File: src/rtl/debounce_multi.sv
// debounce_multi: per-channel synchroniser, debouncer and registered rise/fall/long-press event generator
module debounce_multi #(
    parameter int N_CH              = 4,
    parameter int CLK_PERIOD_ns     = 20,
    parameter int DEBOUNCE_TIMER_ns = 30_000_000,
    parameter int SYNC_STAGES       = 2,
    parameter int HOLD_TIMER_ns     = 1_000_000_000,
    parameter int REPEAT_EN         = 0,
    parameter int REPEAT_TIMER_ns   = 200_000_000
) (
    input  logic            clk,
    input  logic            reset,
    input  logic            enable,
    input  logic [N_CH-1:0] sig_i,
    output logic [N_CH-1:0] sig_o,
    output logic [N_CH-1:0] rise_o,
    output logic [N_CH-1:0] fall_o,
    output logic [N_CH-1:0] hold_o
);
    localparam int DB_RAW      = DEBOUNCE_TIMER_ns / CLK_PERIOD_ns - SYNC_STAGES;
    localparam int DB_CYCLES   = DB_RAW < 1 ? 1 : DB_RAW;
    localparam int HOLD_CYCLES = HOLD_TIMER_ns / CLK_PERIOD_ns;
    localparam int REP_CYCLES  = REPEAT_TIMER_ns / CLK_PERIOD_ns;
    // repeat spacing longer than the first hold simply repeats at the hold period
    localparam int RELOAD      = REP_CYCLES >= HOLD_CYCLES ? 0 : HOLD_CYCLES - REP_CYCLES;
    localparam int DBW         = $clog2(DB_CYCLES + 1);
    localparam int HW          = $clog2(HOLD_CYCLES + 1);

    logic [N_CH-1:0] sync_q [SYNC_STAGES];
    logic [N_CH-1:0] s_sync;

    always_ff @(posedge clk or posedge reset) begin
        if (reset) begin
            for (int k = 0; k < SYNC_STAGES; k++) sync_q[k] <= '0;
        end else begin
            sync_q[0] <= sig_i;
            for (int k = 1; k < SYNC_STAGES; k++) sync_q[k] <= sync_q[k-1];
        end
    end

    assign s_sync = sync_q[SYNC_STAGES-1];

    for (genvar c = 0; c < N_CH; c++) begin : g_ch
        logic           so_q, so_d, rise_q, rise_d, fall_q, fall_d, hold_q, hold_d, diff, last;
        logic [DBW-1:0] db_q, db_d;
        logic [HW-1:0]  hc_q, hc_d;

        always_comb begin
            diff   = s_sync[c] ^ so_q;
            last   = db_q == DBW'(DB_CYCLES - 1);
            so_d   = enable && diff && last ? s_sync[c] : so_q;
            db_d   = !enable ? db_q : (!diff || last) ? '0 : db_q + DBW'(1);
            rise_d = !so_q && so_d;
            fall_d = so_q && !so_d;
            hold_d = enable && so_q && !fall_d && hc_q == HW'(HOLD_CYCLES - 1);
            hc_d   = (!so_q || fall_d) ? '0 :
                     !enable ? hc_q :
                     hold_d ? HW'(REPEAT_EN != 0 ? RELOAD : HOLD_CYCLES) :
                     hc_q == HW'(HOLD_CYCLES) ? hc_q : hc_q + HW'(1);
        end

        always_ff @(posedge clk or posedge reset) begin
            if (reset) begin
                so_q   <= 1'b0;
                rise_q <= 1'b0;
                fall_q <= 1'b0;
                hold_q <= 1'b0;
                db_q   <= '0;
                hc_q   <= '0;
            end else begin
                so_q   <= so_d;
                rise_q <= rise_d;
                fall_q <= fall_d;
                hold_q <= hold_d;
                db_q   <= db_d;
                hc_q   <= hc_d;
            end
        end

        assign sig_o[c]  = so_q;
        assign rise_o[c] = rise_q;
        assign fall_o[c] = fall_q;
        assign hold_o[c] = hold_q;
    end
endmodule

File: config.mk
export PLATFORM = sky130hd
export DESIGN_NAME = debounce_multi
export DESIGN_NICKNAME = d
export VERILOG_FILES = /design/src/rtl/debounce_multi.sv
export SDC_FILE = /design/constraint.sdc
export NUM_CORES = 1
export LEC_CHECK = 0
export ABC_AREA = 0
export CAP_MARGIN = 40
export CELL_PAD_IN_SITES_DETAIL_PLACEMENT = 1
export CELL_PAD_IN_SITES_GLOBAL_PLACEMENT = 1
export CORE_MARGIN = 1.5
export CORE_UTILIZATION = 44
export CTS_CLUSTER_SIZE = 24
export DETAILED_ROUTE_END_ITERATION = 10
export PLACE_DENSITY_LB_ADDON = 0.1
export SLEW_MARGIN = 20
export SYNTH_ARGS = -nofsm -noshare
export SYNTH_HDL_FRONTEND = slang
export SYNTH_SLANG_ARGS = --single-unit
File: constraint.sdc
create_clock -name clk -period 6.2 [get_ports clk]
set_input_delay 0.62 -clock clk [delete_from_list [all_inputs] [get_ports clk]]
set_output_delay 0.62 -clock clk [all_outputs]
set_load 0.05 [all_outputs]
; ---- Word-level counts from Yosys, hierarchy flattened
; Index checks and enable logic that the tools add are counted.
[op_classes]
addsub = 8
n_eq_ne = 16
n_mux = 24
bitwise_logic = 4
n_reduce_logical = 60
[op_table]
columns = cell, count
row1 = two-way mux 26 bit, 16
row2 = == test 26 bit (second input constant), 8
row3 = adder 26 x 1 -> 26 bit (second input constant), 4
row4 = adder 21 x 1 -> 21 bit (second input constant), 4
row5 = == test 21 bit (second input constant), 4
row6 = two-way mux 21 bit, 4
row7 = logical AND 1 bit, 28
row8 = logical NOT 1 bit, 16
row9 = != test 3 bit (second input constant), 4
row10 = logical OR 1 bit, 8
row11 = AND reduction 2 bit, 4
row12 = nonzero test 2 bit, 4
row13 = two-way mux 1 bit, 4
row14 = bitwise XOR 1 bit, 4
[word_totals]
regBits = 212

; ---- Depth between registers and ports, before layout
; Gate-level depths: netlist of the first run.
[depth]
depth_word = 12
mapped_depth = 10
depth_no_buf = 8

; ---- Least setup slack after synthesis of the first run
; Ideal clock, no wire load.
[synth_timing]
kind = reg-to-reg
startpoint = reg g_ch[1].hc_q[11]
endpoint = reg g_ch[1].hc_q[11]
setup_time_ns = 0.126
arrival_ns = 2.291
required_time_ns = 6.074
slack_ns = 3.783
path_stages_with_launch = 7
synth_period_minus_slack_ns = 2.417
cell_sequence = dfrtp_1 -> or4_4 -> or4_4 -> nor3_2 -> nor3_2 -> and3_1 -> a221o_1
[synth_via]
elab_chain_len = 5
[synth_rtl]
columns = element, line
row1 = start: declaration, 46  ; logic [HW-1:0] hc_q, hc_d;
row2 = start signal: assignment, 69  ; hc_q <= '0;
row3 = start signal: assignment, 76  ; hc_q <= hc_d;
row4 = adder 26 x 1 -> 26 bit / == test 26 bit (equally long branches), "59, 55"
row5 = two-way mux 26 bit / logical AND 1 bit (equally long branches), "59, 55"
row6 = two-way mux 26 bit, 58  ; hold_d ? HW'(REPEAT_EN != 0 ? RELOAD : HOLD_CYCLES) :
row7 = two-way mux 26 bit, 57  ; !enable ? hc_q :
row8 = two-way mux 26 bit, 56  ; hc_d = (!so_q || fall_d) ? '0 :
; Several ways; a longest one is shown, not always the timed one. The select of a mux whose other input is x is not followed.
; A chain may end at the register's enable or synchronous reset.

; ---- Worst setup path in the final report of the first run
[layout_timing]
startpoint = reg g_ch[0].db_q[2]
endpoint = reg g_ch[0].hc_q[24]
[layout_via]
elab_chain_len = 11
[layout_rtl]
columns = element, line
row1 = start: declaration, 45  ; logic [DBW-1:0] db_q, db_d;
row2 = start signal: assignment, 68  ; db_q <= '0;
row3 = start signal: assignment, 75  ; db_q <= db_d;
row4 = == test 21 bit (*), 50  ; last = db_q == DBW'(DB_CYCLES - 1);
row5 = logical AND 1 bit (*), 51  ; so_d = enable && diff && last ? s_sync[c] : so_q;
row6 = two-way mux 1 bit (*), 51
row7 = logical NOT 1 bit (*), 54  ; fall_d = so_q && !so_d;
row8 = logical AND 1 bit (*), 54
row9 = logical NOT 1 bit, 55  ; hold_d = enable && so_q && !fall_d && hc_q == HW'(HOLD_CYCLES - 1);
row10 = logical AND 1 bit (2 in series), 55
row11 = two-way mux 26 bit, 58
row12 = two-way mux 26 bit, 57
row13 = two-way mux 26 bit, 56
row14 = end signal: assignment, 69
row15 = end signal: assignment, 76
row16 = end: declaration, 46
; Every way passes the cells marked *; elsewhere a longest branch is shown, timed or not. The select of a mux whose other input is x is not followed.

==> results of run 1 <==
[metrics by stage]
| step | instances | hold WS [ps] | setup WS, ps | instance area, sq um |
|---|---|---|---|---|
| 6_report | 1562 | 350 | 3110 | 12600 |
| 5_1_grt | 1562 | 354 | 2860 | 12600 |
| 4_1_cts | 1556 | 353 | 3100 | 12500 |
| 3_5_place_dp | 1513 | 339 | 3090 | 11700 |
| 3_3_place_gp | 1509 | 333 | 3150 | 11700 |
| 2_1_floorplan | 1199 | 331 | 2820 | 11200 |
[routing by layer]
layer / routed length (um) / global-route usage (%) / up-vias / part of all wire, %
met4: 496 / 4.46 / 0 / 1.9
met2: 12800 / 35.7 / 66 / 48
met3: 539 / 2.37 / 28 / 2.0
met1: 13000 / 29.1 / 4463 / 48
met5: 0 / 0 / - / 0
li1: - / - / 4290 / -
[logic make-up after synthesis]
kind of cell | after synthesis | synth area share (%)
buf+inv | 84 | 3.58
simple gates | 592 | 27.1
compound gates | 172 | 10.4
mux | 10 | 0.960
fa+ha+maj | 16 | 1.79
xor+xnor | 113 | 8.83
flops | 212 | 47.3
[cells in the mapped netlist (16+ instances only)]
cell | instances | area share (%)
a21oi_1 | 34 | 1.5
a31oi_1 | 16 | 0.89
and3_1 | 34 | 1.9
buf_4 | 16 | 1.1
clkbuf_1 | 26 | 0.87
dfrtp_1 | 212 | 47
ha_1 | 16 | 1.8
inv_1 | 32 | 1.1
nand2_1 | 98 | 3.3
nand3_1 | 71 | 3.2
nand4_1 | 50 | 2.8
nor2_1 | 181 | 6.1
nor3_1 | 32 | 1.4
nor4_1 | 22 | 1.2
o21ai_0 | 36 | 1.6
xnor2_1 | 39 | 3.0
xor2_1 | 74 | 5.8
[power groups by stage]
stage          registers (mW)  logic [mW]  clock network, mW
5_1_grt                  1.44       0.131               1.63
2_1_floorplan            1.45      0.0824                  0
3_3_place_gp             1.46       0.111                  0
3_5_place_dp             1.46       0.114                  0
4_1_cts                  1.44       0.115               1.57
6_report                 1.44       0.113               1.54
[worst max path at each step]
stage / slack [ps] / to / depth (start not counted)
after floorplan: 2820 / g_ch[0].db_q[0]$_DFFE_PP0P_ / 1
after global placement: 3150 / g_ch[2].hc_q[4]$_DFFE_PP0P_ / 6
after detailed placement: 3090 / g_ch[2].hc_q[0]$_DFFE_PP0P_ / 6
after CTS: 3100 / g_ch[0].hc_q[1]$_DFFE_PP0P_ / 6
after global routing: 2860 / g_ch[0].hc_q[24]$_DFFE_PP0P_ / 6
final: 3110 / g_ch[0].hc_q[24]$_DFFE_PP0P_ / 6
[registers in the layout, summed over array words and instances, names as in the netlist]
name / count
g_ch.db_q: 84
g_ch.fall_q: 4
g_ch.hc_q: 104
g_ch.hold_q: 4
g_ch.rise_q: 4
g_ch.so_q: 4
s_sync: 4
sync_q: 4
[final cells by class]
| cell class | count | area [sq um] |
|---|---|---|
| Inverter | 32 | 124 |
| Clock buffer | 32 | 692 |
| Multi-Input combinational cell | 903 | 5520 |
| Timing Repair Buffer | 42 | 383 |
| Clock inverter | 11 | 160 |
| Fill cell | 2875 | 12500 |
| Tap cell | 330 | 413 |
| Sequential cell | 212 | 5310 |
==> impl_results.md, run 1 <==
* Post-synthesis instance area at 0.0112 sq mm
* Critical hold path startpoint: sync_q[7]$_DFF_PP0_
* Root buffer cell: clkbuf_16
* Outcome: completed
* Final HPWL DP at 17.6 mm
* Crit path required time at 6580 ps
* R2R depth at 6
* Full die area at 0.0264 sq mm
* Syn Inst Count at 1199
* Drt wl/cell at approximately 17 um
* Most common cell after layout, fill and taps aside: dfrtp_1
* DRC at 0
* PnR Total Power at ~3.1 mW
* Max cap viols at 0
* First-pass GRT wire length at 45.9 mm
* Critical Path AT at 3470 ps
* Finish-stage setup viols at 0
* Htree depth at 1
* Critical path's largest stage delay at 660 ps
* Ports at 23
* Largest net degree at the start of global routing at 142
* P_sw at 692 uW
* CTS tree: built
* Drt first pass iters at 4
* PortBufs at 22
* Post_cts resized at 0
* Worst Hold Path Cells at 0
* Critical Path Start Type: flop
* Ys Warns at 0
* Routed WL at approximately 27 mm
* Ant diodes at 0
* Initial Utilization at 44.7%
* Worst R2R Start: g_ch[0].db_q[2]$_DFFE_PP0P_
* Via Count at 8847
* Reg2Reg Setup Slack at 3110 ps
* Most frequent cells in the layout: 212 x dfrtp_1, 181 x nor2_1, 98 x nand2_1, 74 x xor2_1, 71 x nand3_1
* Fin crit share at 49.9%
* Starting DRT DRC Count at roughly 400
* Fraction of layout cells with a size suffix above 1 at between 7 and 8%
* Post-Syn Nets at 1222
* Max Slew Vio Count at 0
* Setup Crit Path Kind: reg2reg
* CP bufs+invs at 0
* Layout Nets at 1239
* Crit path from: g_ch[0].db_q[2]$_DFFE_PP0P_
* Slew @ Worst Pin at 864 ps
* Vias per Instance at 5.66
* Yosys cell types at 73
* R2r endpoint: g_ch[0].hc_q[24]$_DFFE_PP0P_
* Leakage at 5.14 nW
* Postcts setup bufs at 0
* CP max-delay cell: o21ai_2
* RSZ-0062 raised after global routing: false
* TritonCTS buffer count at 25
* Gate power share at 3.7%
* Area added between synthesis and finish at 12.4%
* Final Skew at a little over 6 ps
* Initial antenna violation count at 0
* Util after Layout at 50.2%
* Fraction of the yosys area taken by sequential cells at 47.3%
* Chip Height at roughly 160 um
* Vias in the first global route at 9095
* All-Layer GR Usage at about a fifth
* Post-synthesis register bit count at 212
* Crit end category: flop
* VDD IR-drop max at 0.204 mV
* Clock power share at 49.8%
* Critical path's top delay family: simple AND/OR/NAND/NOR gates
* Skew-Pair Late Insertion Delay at around 520 ps
* Syn avg cell area at just over 9 sq um
* Ys flop type: dfrtp_1
* Sw frac at between 20% and 30%
* Die width at 163 um
* Relative slew margins at a little over 40%
* Clock Tree Buf Depth at 3
* Fmax achieved at 0.323 GHz
* Final setup TNS at 0 ps
* Asr flop ratio synth at 100%
* Detail Route Antenna Nets at 0
* Max Fanout on Critical Path at 16
* Cell Chain, Critical Path: nand3_1 -> or4_1 -> or3_1 -> o21ai_2 -> nand2b_1 -> nor2_1
* Hold Vio Cnt, Final at 0
* Hold Path Class: reg2reg
* PD cells at 245 mW/mm^2
* # rows at 58
* GP Congestion at roughly 0.77
* WHS Endpoint: s_sync[3]$_DFF_PP0_
* Core footprint at 0.0251 sq mm
* Minimum clock period at 3090 ps
* TritonCTS Sinks at 212
* Flop pwr share at between 40% and 50%
* Internal at approximately 2.4 mW
* Global route overflow at 0
* Number of synthesized flops with an enable pin at 0
* Clock transition at the registers of the reported paths at around 60 ps
* Post-CTS Hold Buffers at 0
Power figures use the tool's default switching activity.
==> run 2: changes to the inputs <==
Clock period 6.2 ns to 2.8 ns, I/O delays scaled along.
==> impl_results.md, run 2 (synthesis results as in run 1) <==
* Slew @ Worst Pin at 599 ps (-265 ps)
* Outcome: completed
* Fmax achieved at 0.374 GHz (+16%)
* Hold Vio Cnt, Final at 0 (unchanged)
* DP Area at 0.0120 sq mm (+2.3%)
* Final non-filler cell total at 1589 (+1.7%)
* Htree depth at 1 (unchanged)
* Skew-Pair Late Insertion Delay at 520 ps (about the same)
* Final setup TNS at 0 ps (unchanged)
* Final Skew at 12.9 ps (+6.89 ps)
* Chip Height at 163 um (unchanged)
* PnR Total Power at 6.87 mW (+120%)
* Drt wl/cell at 17.2 um (+0.25%)
* Util after Layout at 51.2% (+1.0 points)
* Drt first pass iters at 4 (unchanged)
* Crit path required time at 3210 ps (-3370 ps)
* CP max-delay cell: or4_4
* Full die area at 0.0264 sq mm (unchanged)
* Initial antenna violation count at 0 (unchanged)
* Reg2Reg Setup Slack at 120 ps (-2980 ps)
* All-Layer GR Usage at 21.6% (+0.50 points)
* Via Count at 9097 (+2.8%)
* Critical Path Start Type: flop
* RSZ-0062 raised after global routing: false
* Gate power share at 3.9% (+0.2 points)
* Routed WL at 27.3 mm (+2.0%)
* Initial Utilization at 44.7% (unchanged)
* Max cap viols at 0 (unchanged)
* TritonCTS buffer count at 25 (unchanged)
* Worst R2R Start: g_ch[1].hc_q[18]$_DFFE_PP0P_
* Clock Tree Buf Depth at 3 (unchanged)
* R2R depth at 7 (+1)
* Clock power share at 49.9% (about the same)
* Largest regs: g_ch.hc_q (104), g_ch.db_q (84)
* First-pass GRT wire length at 47.3 mm (+3.0%)
* Core footprint at 0.0251 sq mm (unchanged)
* Flop pwr share at 46.3% (-0.3 points)
* Dpl cells at 1545 (+2.1%)
* Area added between synthesis and finish at 14.6%
* Cell Chain, Critical Path: or4_4 -> or4_4 -> nor3_4 -> nor3_2 -> buf_4 -> and3_1 -> a221o_1
* Postcts setup bufs at 0 (unchanged)
* Fin crit share at 95.5% (+46 points)
* Ports at 23 (unchanged)
* Final instance area at 0.0128 sq mm (+2.0%)
* Crit-path most repeated cell: or4_4
* TritonCTS Sinks at 212 (unchanged)
* Vias per Instance at 5.72 (+1.1%)
* Most common cell after layout, fill and taps aside: dfrtp_1
* Internal at 5.35 mW (+120%)
* Biggest register: g_ch.hc_q
* Largest net degree at the start of global routing at 102 (-28%)
* Sw frac at 22.2% (-0.27 points)
* Max reg flops at 104 (unchanged)
* Critical path's largest stage delay at 580 ps (-80 ps)
* GP Congestion at 0.808 (+5.5%)
* Starting DRT DRC Count at 446 (+11%)
* Die width at 163 um (unchanged)
* Root buffer cell: clkbuf_16
* Detail Route Antenna Nets at 0 (unchanged)
* PortBufs at 22 (unchanged)
* Max Slew Vio Count at 0 (unchanged)
* Most frequent cells in the layout: 212 x dfrtp_1, 180 x nor2_1, 98 x nand2_1, 74 x xor2_1, 71 x nand3_1
* VDD IR-drop max at 0.474 mV (+130%)
* # rows at 58 (unchanged)
* Vias in the first global route at 9406 (+3.4%)
* Ant diodes at 0 (unchanged)
* Setup Crit Path Kind: reg2reg
* Post-CTS Hold Buffers at 0 (unchanged)
* Critical Path AT at 3080 ps (-390 ps)
* Clock transition at the registers of the reported paths at 60 ps (about the same)
* CTS tree: built
* Finish-stage setup viols at 0 (unchanged)
* Leakage at 5.30 nW (+3.1%)
* Relative slew margins at 59.5% (+18 points)
* Crit end category: flop
* PD cells at 535 mW/mm^2 (+120%)
* Layout Nets at 1265 (+2.1%)
* P_sw at 1.52 mW (+120%)
* Final HPWL DP at 18.4 mm (+4.5%)
* Global route overflow at 0 (unchanged)
* R2r endpoint: g_ch[1].hc_q[11]$_DFFE_PP0P_
* Fill cell count at 2902 (+0.94%)
* Minimum clock period at 2680 ps (-417 ps)
* Hold Path Class: in2async
* DRC at 0 (unchanged)
* Max Fanout on Critical Path at 14 (-2)
* Fraction of layout cells with a size suffix above 1 at 9.13% (+2.0 points)
run 2: changes by cell type in the layout (fill, tap and decap cells not counted), moves of 3 or more:
cell	delta
clkinv_2	-3
clkbuf_2	-3
buf_4	+30
clkbuf_8	+5
run 2: worst max path at each step:
stage	to	startpoint
global route	g_ch[1].hc_q[11]$_DFFE_PP0P_	g_ch[1].hc_q[11]$_DFFE_PP0P_
global placement	g_ch[1].hc_q[19]$_DFFE_PP0P_	g_ch[1].hc_q[11]$_DFFE_PP0P_
detailed placement	g_ch[1].hc_q[11]$_DFFE_PP0P_	g_ch[1].hc_q[11]$_DFFE_PP0P_
finish	g_ch[1].hc_q[11]$_DFFE_PP0P_	g_ch[1].hc_q[18]$_DFFE_PP0P_
CTS	g_ch[1].hc_q[11]$_DFFE_PP0P_	g_ch[1].hc_q[18]$_DFFE_PP0P_
floorplan	g_ch[0].db_q[0]$_DFFE_PP0P_	reset
run 2: worst max-delay path, delay by kind of cell, from the launching register on:
kind | cells | cell delay, ps
buffers and inverters | 1 | 200
AO/OA/AOI/OAI | 1 | 260
AND/OR/NAND/NOR | 5 | 1680
flip-flops | 1 | 420
run 2: metrics by stage:
| step | hold WS [ps] | worst slack (ps) |
|---|---|---|
| after global routing | 127 | 4.01 |
| after detailed placement | 339 | 58.5 |
| after CTS | 94.3 | 38.4 |
| final | 103 | 125 |
| after global placement | 332 | 197 |
| after floorplan | 311 | -236 |
run 2: power groups by stage:
stage	logic [mW]	registers [mW]	clock network (mW)
floorplan	0.183	3.22	0
global placement	0.264	3.23	0
detailed placement	0.273	3.23	0
CTS	0.277	3.18	3.53
global route	0.307	3.19	3.64
finish	0.266	3.18	3.43
run 2: final cells by class:
type | count | area, sq um | area share [%]
timing repair buffer | 68 | 596 | 4.64
clock inverter | 5 | 100 | 0.779
clock buffer | 39 | 768 | 5.98
sequential | 212 | 5310 | 41.3
inverter | 32 | 124 | 0.964
tap | 330 | 413 | 3.21
multi-input combinational | 903 | 5540 | 43.1
run 2: routing by layer:
metal	global-route usage, %	up-vias	share of wire (%)
met4	5.25	0	2.3
met2	36.3	76	48
li1	-	4368	-
met1	29.8	4617	48
met3	2.37	36	1.9
met5	0	-	0
run 2: repair_timing:
| action | in CTS | in global routing |
|---|---|---|
| setup endpoints to repair | 0 | 13 |
| resized for setup | 0 | 4 |
| endpoints found under the hold margin | 0 | 0 |
